### src/rtl/tlb_pkg.sv
`default_nettype none
// ============================================================================
//  Module   : tlb_pkg
//  Purpose  : Shared geometry, types and the superpage-aware VPN compare
//             used by the TLB tag CAM.
//  Contents : TLB_ENTRIES, VPN_SEG_BITS, LEVELS, ASID_BITS, VPN_BITS,
//             PT_BITS, tlb_pagetype_t, tlb_vpn_t, vpn_seg_match()
//  Revision : 1.0  initial release
// ============================================================================
package tlb_pkg;

    localparam int TLB_ENTRIES  = 8;
    localparam int VPN_SEG_BITS = 9;
    localparam int LEVELS       = 3;
    localparam int ASID_BITS    = 16;
    localparam int VPN_BITS     = LEVELS * VPN_SEG_BITS;
    localparam int PT_BITS      = $clog2(LEVELS);

    // 0 = base page, k = level-k superpage
    typedef logic [PT_BITS-1:0]  tlb_pagetype_t;
    typedef logic [VPN_BITS-1:0] tlb_vpn_t;

    // A superpage of level k only pins VPN segments k..LEVELS-1; the lower
    // segments are offset bits inside the superpage and are not compared.
    function automatic logic vpn_seg_match(input tlb_vpn_t      vpn,
                                           input tlb_vpn_t      tag,
                                           input tlb_pagetype_t level);
        logic ok;
        ok = 1'b1;
        for (int l = 0; l < LEVELS; l++) begin
            if ((l >= int'(level)) &&
                (vpn[l*VPN_SEG_BITS +: VPN_SEG_BITS] != tag[l*VPN_SEG_BITS +: VPN_SEG_BITS]))
                ok = 1'b0;
        end
        return ok;
    endfunction

endpackage
`default_nettype wire

### src/rtl/tlb_cam_tags_if.sv
`default_nettype none
// ============================================================================
//  Module   : tlb_cam_tags_if
//  Purpose  : Lookup / install / sfence.vma bundle of the TLB tag CAM.
//  Modports : master - requester side (drives lookup, write and flush,
//                      receives Matches/CAMHit)
//             slave  - CAM side
//  Revision : 1.0  initial release
// ============================================================================
interface tlb_cam_tags_if;
    import tlb_pkg::*;

    // lookup
    logic                   TLBAccess;
    tlb_vpn_t               VPN;
    logic [ASID_BITS-1:0]   ASID;
    // install
    logic                   TLBWrite;
    logic [TLB_ENTRIES-1:0] WriteEnables;
    tlb_vpn_t               WriteVPN;
    logic [ASID_BITS-1:0]   WriteASID;
    logic                   WriteG;
    tlb_pagetype_t          WritePageType;
    // sfence.vma
    logic                   TLBFlush;
    logic                   FlushVAValid;
    tlb_vpn_t               FlushVPN;
    logic                   FlushASIDValid;
    logic [ASID_BITS-1:0]   FlushASID;
    // result
    logic [TLB_ENTRIES-1:0] Matches;
    logic                   CAMHit;

    modport master (
        output TLBAccess, VPN, ASID,
        output TLBWrite, WriteEnables, WriteVPN, WriteASID, WriteG, WritePageType,
        output TLBFlush, FlushVAValid, FlushVPN, FlushASIDValid, FlushASID,
        input  Matches, CAMHit
    );

    modport slave (
        input  TLBAccess, VPN, ASID,
        input  TLBWrite, WriteEnables, WriteVPN, WriteASID, WriteG, WritePageType,
        input  TLBFlush, FlushVAValid, FlushVPN, FlushASIDValid, FlushASID,
        output Matches, CAMHit
    );

endinterface
`default_nettype wire

### src/rtl/tlb_cam_line.sv
`default_nettype none
// ============================================================================
//  Module   : tlb_cam_line
//  Purpose  : One TLB tag entry: storage, lookup match and flush-hit logic.
//  Ports    : clk, reset (sync, active-low) ; i_access/i_vpn/i_asid lookup ;
//             i_we + i_write_* install (already one-hot gated by the top) ;
//             i_flush + i_flush_* sfence.vma ; o_match entry hit
//  Config   : TLB_ASID_EN - store ASID/G and use them in match and flush;
//             undefined: every entry is ASID-agnostic.
//  Revision : 1.0  initial release
// ============================================================================
module tlb_cam_line
    import tlb_pkg::*;
(
    input  wire logic                 clk,
    input  wire logic                 reset,
    input  wire logic                 i_access,
    input  wire tlb_vpn_t             i_vpn,
    input  wire logic [ASID_BITS-1:0] i_asid,
    input  wire logic                 i_we,
    input  wire tlb_vpn_t             i_write_vpn,
    input  wire logic [ASID_BITS-1:0] i_write_asid,
    input  wire logic                 i_write_g,
    input  wire tlb_pagetype_t        i_write_pt,
    input  wire logic                 i_flush,
    input  wire logic                 i_flush_va_valid,
    input  wire tlb_vpn_t             i_flush_vpn,
    input  wire logic                 i_flush_asid_valid,
    input  wire logic [ASID_BITS-1:0] i_flush_asid,
    output logic                      o_match
);

    logic          r_valid;
    tlb_vpn_t      r_vpn;
    tlb_pagetype_t r_pt;
    logic          w_asid_hit;
    logic          w_flush_asid_hit;
    logic          w_flush_va_hit;
    logic          w_flush_hit;

`ifdef TLB_ASID_EN
    logic [ASID_BITS-1:0] r_asid;
    logic                 r_g;

    always_ff @(posedge clk) begin
        if (i_we) begin
            r_asid <= i_write_asid;
            r_g    <= i_write_g;
        end
    end

    // Global pages are shared by every address space.
    assign w_asid_hit       = r_g | (i_asid == r_asid);
    // An ASID-selective fence never touches global pages.
    assign w_flush_asid_hit = !i_flush_asid_valid | (!r_g & (i_flush_asid == r_asid));
`else
    logic w_unused_asid;
    assign w_unused_asid    = ^{i_asid, i_write_asid, i_write_g, i_flush_asid_valid, i_flush_asid};
    assign w_asid_hit       = 1'b1;
    assign w_flush_asid_hit = 1'b1;
`endif

    assign w_flush_va_hit = !i_flush_va_valid | vpn_seg_match(i_flush_vpn, r_vpn, r_pt);
    assign w_flush_hit    = i_flush & r_valid & w_flush_va_hit & w_flush_asid_hit;
    assign o_match        = i_access & r_valid & w_asid_hit & vpn_seg_match(i_vpn, r_vpn, r_pt);

    // Tag fields are deliberately not reset; Valid alone qualifies them.
    always_ff @(posedge clk) begin
        if (i_we) begin
            r_vpn <= i_write_vpn;
            r_pt  <= i_write_pt;
        end
    end

    always_ff @(posedge clk) begin
        if (!reset)
            r_valid <= 1'b0;
        else if (w_flush_hit)
            r_valid <= 1'b0;
        else if (i_we)
            r_valid <= 1'b1;
    end

endmodule
`default_nettype wire

### src/rtl/tlb_cam_tags.sv
`default_nettype none
// ============================================================================
//  Module   : tlb_cam_tags
//  Purpose  : Tag-match CAM of the TLB. Zero-latency one-hot lookup,
//             install from the replacement block's one-hot WriteEnables,
//             full and selective sfence.vma flush.
//  Ports    : clk    - clock, rising edge
//             reset  - synchronous, active-low
//             bus    - tlb_cam_tags_if.slave (lookup/install/flush/Matches)
//  Config   : TLB_ASID_EN - ASID/G compare and ASID-selective flush.
//             Undefined: ASID ignored, FlushASIDValid ignored.
//  Revision : 1.0  initial release
// ============================================================================
module tlb_cam_tags
    import tlb_pkg::*;
(
    input  wire logic     clk,
    input  wire logic     reset,
    tlb_cam_tags_if.slave bus
);

    logic [TLB_ENTRIES-1:0] w_we;
    logic [TLB_ENTRIES-1:0] w_matches;

    // A fence in the same cycle wins and the install is dropped; the walker
    // re-walks on the next miss. Reset likewise suppresses the install.
    assign w_we = (bus.TLBWrite && reset && !bus.TLBFlush) ? bus.WriteEnables : '0;

    generate
        for (genvar i = 0; i < TLB_ENTRIES; i++) begin : g_line
            tlb_cam_line u_line (
                .clk                (clk),
                .reset              (reset),
                .i_access           (bus.TLBAccess),
                .i_vpn              (bus.VPN),
                .i_asid             (bus.ASID),
                .i_we               (w_we[i]),
                .i_write_vpn        (bus.WriteVPN),
                .i_write_asid       (bus.WriteASID),
                .i_write_g          (bus.WriteG),
                .i_write_pt         (bus.WritePageType),
                .i_flush            (bus.TLBFlush),
                .i_flush_va_valid   (bus.FlushVAValid),
                .i_flush_vpn        (bus.FlushVPN),
                .i_flush_asid_valid (bus.FlushASIDValid),
                .i_flush_asid       (bus.FlushASID),
                .o_match            (w_matches[i])
            );
        end
    endgenerate

    assign bus.Matches = w_matches;
    assign bus.CAMHit  = |w_matches;

    a_we_onehot: assert property (@(posedge clk) disable iff (!reset)
        bus.TLBWrite |-> $onehot0(bus.WriteEnables));

    a_match_onehot: assert property (@(posedge clk) disable iff (!reset)
        $onehot0(w_matches));

endmodule
`default_nettype wire

### src/flat_wrapper.sv
// flat-port wrapper written by rule: the top's interface ports become plain ports
module tlb_cam_tags_flat import tlb_pkg::*;
  (clk, reset, bus_TLBAccess, bus_VPN, bus_ASID, bus_TLBWrite, bus_WriteEnables, bus_WriteVPN, bus_WriteASID, bus_WriteG, bus_WritePageType, bus_TLBFlush, bus_FlushVAValid, bus_FlushVPN, bus_FlushASIDValid, bus_FlushASID, bus_Matches, bus_CAMHit);
  tlb_cam_tags_if bus_i ();
  input  wire logic clk;
  input  wire logic reset;
  input wire logic [$bits(bus_i.TLBAccess)-1:0] bus_TLBAccess;
  input wire logic [$bits(bus_i.VPN)-1:0] bus_VPN;
  input wire logic [$bits(bus_i.ASID)-1:0] bus_ASID;
  input wire logic [$bits(bus_i.TLBWrite)-1:0] bus_TLBWrite;
  input wire logic [$bits(bus_i.WriteEnables)-1:0] bus_WriteEnables;
  input wire logic [$bits(bus_i.WriteVPN)-1:0] bus_WriteVPN;
  input wire logic [$bits(bus_i.WriteASID)-1:0] bus_WriteASID;
  input wire logic [$bits(bus_i.WriteG)-1:0] bus_WriteG;
  input wire logic [$bits(bus_i.WritePageType)-1:0] bus_WritePageType;
  input wire logic [$bits(bus_i.TLBFlush)-1:0] bus_TLBFlush;
  input wire logic [$bits(bus_i.FlushVAValid)-1:0] bus_FlushVAValid;
  input wire logic [$bits(bus_i.FlushVPN)-1:0] bus_FlushVPN;
  input wire logic [$bits(bus_i.FlushASIDValid)-1:0] bus_FlushASIDValid;
  input wire logic [$bits(bus_i.FlushASID)-1:0] bus_FlushASID;
  output wire logic [$bits(bus_i.Matches)-1:0] bus_Matches;
  output wire logic [$bits(bus_i.CAMHit)-1:0] bus_CAMHit;
  assign bus_i.TLBAccess = bus_TLBAccess;
  assign bus_i.VPN = bus_VPN;
  assign bus_i.ASID = bus_ASID;
  assign bus_i.TLBWrite = bus_TLBWrite;
  assign bus_i.WriteEnables = bus_WriteEnables;
  assign bus_i.WriteVPN = bus_WriteVPN;
  assign bus_i.WriteASID = bus_WriteASID;
  assign bus_i.WriteG = bus_WriteG;
  assign bus_i.WritePageType = bus_WritePageType;
  assign bus_i.TLBFlush = bus_TLBFlush;
  assign bus_i.FlushVAValid = bus_FlushVAValid;
  assign bus_i.FlushVPN = bus_FlushVPN;
  assign bus_i.FlushASIDValid = bus_FlushASIDValid;
  assign bus_i.FlushASID = bus_FlushASID;
  assign bus_Matches = bus_i.Matches;
  assign bus_CAMHit = bus_i.CAMHit;
  tlb_cam_tags u_core (.clk(clk), .reset(reset), .bus(bus_i));
endmodule
### config.mk
export PLATFORM = sky130hd
export DESIGN_NAME = tlb_cam_tags_flat
export DESIGN_NICKNAME = d
export VERILOG_FILES = /design/src/rtl/tlb_pkg.sv /design/src/rtl/tlb_cam_tags_if.sv /design/src/rtl/tlb_cam_line.sv /design/src/rtl/tlb_cam_tags.sv /design/src/flat_wrapper.sv
export SDC_FILE = /design/constraint.sdc
export NUM_CORES = 1
export LEC_CHECK = 0
export ABC_CLOCK_PERIOD_IN_PS = 3400
export CAP_MARGIN = 20
export CORE_MARGIN = 2
export CORE_UTILIZATION = 52
export DETAILED_ROUTE_END_ITERATION = 6
export HOLD_SLACK_MARGIN = 0.05
export PLACE_DENSITY = 0.84
export SYNTH_ARGS = -nofsm -noshare
export SYNTH_HDL_FRONTEND = slang
export SYNTH_SLANG_ARGS = --single-unit
### constraint.sdc
create_clock -name clk -period 3.4 [get_ports clk]
set_clock_uncertainty 0.15 [all_clocks]
set_input_delay 1.02 -clock clk [delete_from_list [all_inputs] [get_ports clk]]
set_output_delay 1.02 -clock clk [all_outputs]
set_load 0.03 [all_outputs]
==> results_dict.tcl <==
set metrics [dict create \
    fin_crit_ns 3.86 \
    yosysWarnings 0 \
    wirelength_um 39200 \
    grt_setup_unrepaired "true" \
    instances_no_fill 1498 \
    htree_levels 1 \
    antenna_found_initial 1 \
    drive_gt1_frac 0.279 \
    dp_cells 1432 \
    grt_pass1_vias 9220 \
    place_area_mm2 0.0150 \
    hold_path.class "reg2reg" \
    timing.hold.ws_ns 0.365 \
    fin_crit_sh 1.13 \
    syn-num-nets 1120 \
    die_h_um 161 \
    clkTransAtPathRegs_ns 0.06 \
    synth_seq_area_share 0.554 \
    hp-start "u_core.g_line[0].u_line.r_valid$_SDFFE_PP0P_" \
    n_fill_cell 1505 \
    grt.total_usage 0.294 \
    syn-cell-area_mm2 0.0129 \
    utilization 0.704 \
    insertedDiodeCount 0 \
    critPathLaunch "bus_VPN[15]" \
    vias_per_cell 5.91 \
    relSlewSlack 0.629 \
    worstPathMaxFanout 7 \
    seq_area_mm2 0.00713 \
    finalHoldViolCount 0 \
    worst_pin_slew_ns 0.555 \
    cp.required_ns 2.23 \
    antenna_left 0 \
    synth-edff-count 232 \
    clkLatencyLatePin_ns 0.53 \
    fmax_mhz 259 \
    die_w_um 161 \
    r2r-start "u_core.g_line[2].u_line.r_vpn[19]$_DFFE_PP_" \
    fin_ws_ns -0.457 \
    ys_async_sr_fraction 0 \
    start_kind "input pin" \
    synth_flop_cell "edfxtp_1" \
    core_area_mm2 0.0243 \
    clkSinkCount 240 \
    syn-instance-count 973 \
    avgSynthCellArea_um2 13.2 \
    crit_type "in2out" \
    multi_input_area_mm2 0.00644 \
    via_count 8860 \
    vdd_drop_max_mv 0.423 \
    wire_per_inst_um 26.2 \
    ioPinCount 156 \
    ys_top_cells_by_count "250 x xnor2_1, 232 x edfxtp_1, 179 x xor2_1, 46 x nand4_1, 39 x nor4_1" \
    drv_cap 0 \
    power_density_mw_per_mm2 436 \
    setup_viol 9 \
    drtPass1Iterations 5 \
    ys_seq_elements 240 \
    start_util 0.529 \
    cp.arrival_ns 2.69 \
    hpwl_um 25500 \
    cts_root_buf "clkbuf_16" \
    numCtsBuffers 25 \
    drt-initial-drc-count 997 \
    cts_tree "done" \
    grt-ovfl-total 0 \
    end_kind "output pin" \
    synth.top_cell.area_share 0.542 \
    nets 1304 \
    gp_congestion 0.936 \
    syn2layout_area_growth_pct 33.1 \
    yosys.cell_count.top_type "xnor2_1" \
    slew_violations 0 \
    yosysTopAreaCell "edfxtp_1" \
    yosysUniqueCellTypes 33 \
    rows 57 \
    portBuffers 105 \
    grt_max_degree 31 \
    design_area_mm2 0.0171 \
    synth.area.top_cells "edfxtp_1 54%, xnor2_1 17%, xor2_1 12%" \
    grt_pass1_wl_um 56100 \
    outcome "finished, violations left" \
    die_area_mm2 0.0260 \
    cts-hold-fix-buffers 0 \
    cts_buffer_depth 3 \
    violations "negative setup slack" \
    p_leak_nw 5.79 \
    drc 0 \
]
## worst max-delay path, stage by stage
cell	delay [ns]
dlygate4sd2_1	0.28
buf_12	0.16
xnor2_2	0.13
nand4_1	0.16
nor3_2	0.07
a32o_2	0.25
a22oi_2	0.17
nand4_1	0.23
buf_12	0.21
## flip-flops by register name, indices dropped and copies added (netlist names)
signal                        flops
u_core.g_line.u_line.r_vpn      216
u_core.g_line.u_line.r_valid      8
u_core.g_line.u_line.r_pt        16
## placed cells by master, fill, tap and decap left out, types with 9 or more instances in the layout
cell	netlist	routed
buf_6	5	31
xnor2_2	0	34
nor4_1	39	27
nand4_1	46	46
xor2_1	179	157
xor2_2	3	13
xor2_4	0	12
xnor2_4	0	11
clkbuf_16	0	25
buf_12	0	22
clkdlybuf4s50_1	0	68
edfxtp_1	232	232
a21oi_1	9	9
nor2_1	14	13
nor3_2	0	13
nand3_1	23	21
nor3_1	24	11
xnor2_1	250	205
buf_4	20	80
## path summary, 6_finish.rpt
kind	endpoint	depth (start not counted)	slack, ns
worst min register to register	u_core.g_line[0].u_line.r_valid$_SDFFE_PP0P_	1	0.37
worst max-delay path	bus_CAMHit	9	-0.46
worst max register to register	u_core.g_line[2].u_line.r_valid$_SDFFE_PP0P_	7	1.21
worst min-delay path	u_core.g_line[0].u_line.r_valid$_SDFFE_PP0P_	1	0.37
## cells by family (layout without fill, tap and decap cells)
group	count (synthesis)	count (layout)	share of synthesized area
compound gates	64	64	0.0391
xor+xnor	432	432	0.296
buf+inv	66	267	0.0317
flops	240	240	0.554
simple gates	171	171	0.0789
## power breakdown
| group | internal [mW] | switching (mW) |
|---|---|---|
| Combinational | 0.506 | 0.553 |
| Clock | 1.80 | 1.16 |
| Sequential | 3.35 | 0.0977 |
## per-stage QoR
step,setup slack (ns),total power [mW],TNS (ns)
final,-0.457,7.47,-2.93
after floorplan,-0.0249,3.99,-0.0249
after global routing,-0.501,7.64,-3.25
after CTS,-0.450,7.38,-2.76
after detailed placement,-1.05,4.37,-7.47
after global placement,-1.09,4.35,-7.35
## final cells by class
type / count / area share
Tap cell: 324 / 0.0237
Clock inverter: 17 / 0.0143
Multi-Input combinational cell: 667 / 0.376
Inverter: 1 / 0.000219
Timing Repair Buffer: 222 / 0.132
Sequential cell: 240 / 0.416
Clock buffer: 27 / 0.0370
## per-layer routing
metal  global-route usage  vias up  wire [um]
li1                     -     3850          -
met1                0.366     4333      14400
met2                0.485      553      18700
met3               0.0657      124       3830
met4                0.152        0       2320
met5                    0        -          0
## repair_timing
item,4_1_cts,5_1_grt
pin swaps,75,55
buffers inserted,18,13
gates cloned,1,0
hold endpoints to repair,0,0
gates resized for setup,222,68
setup endpoints to repair,9,9
(Power assumes the default switching activity.)
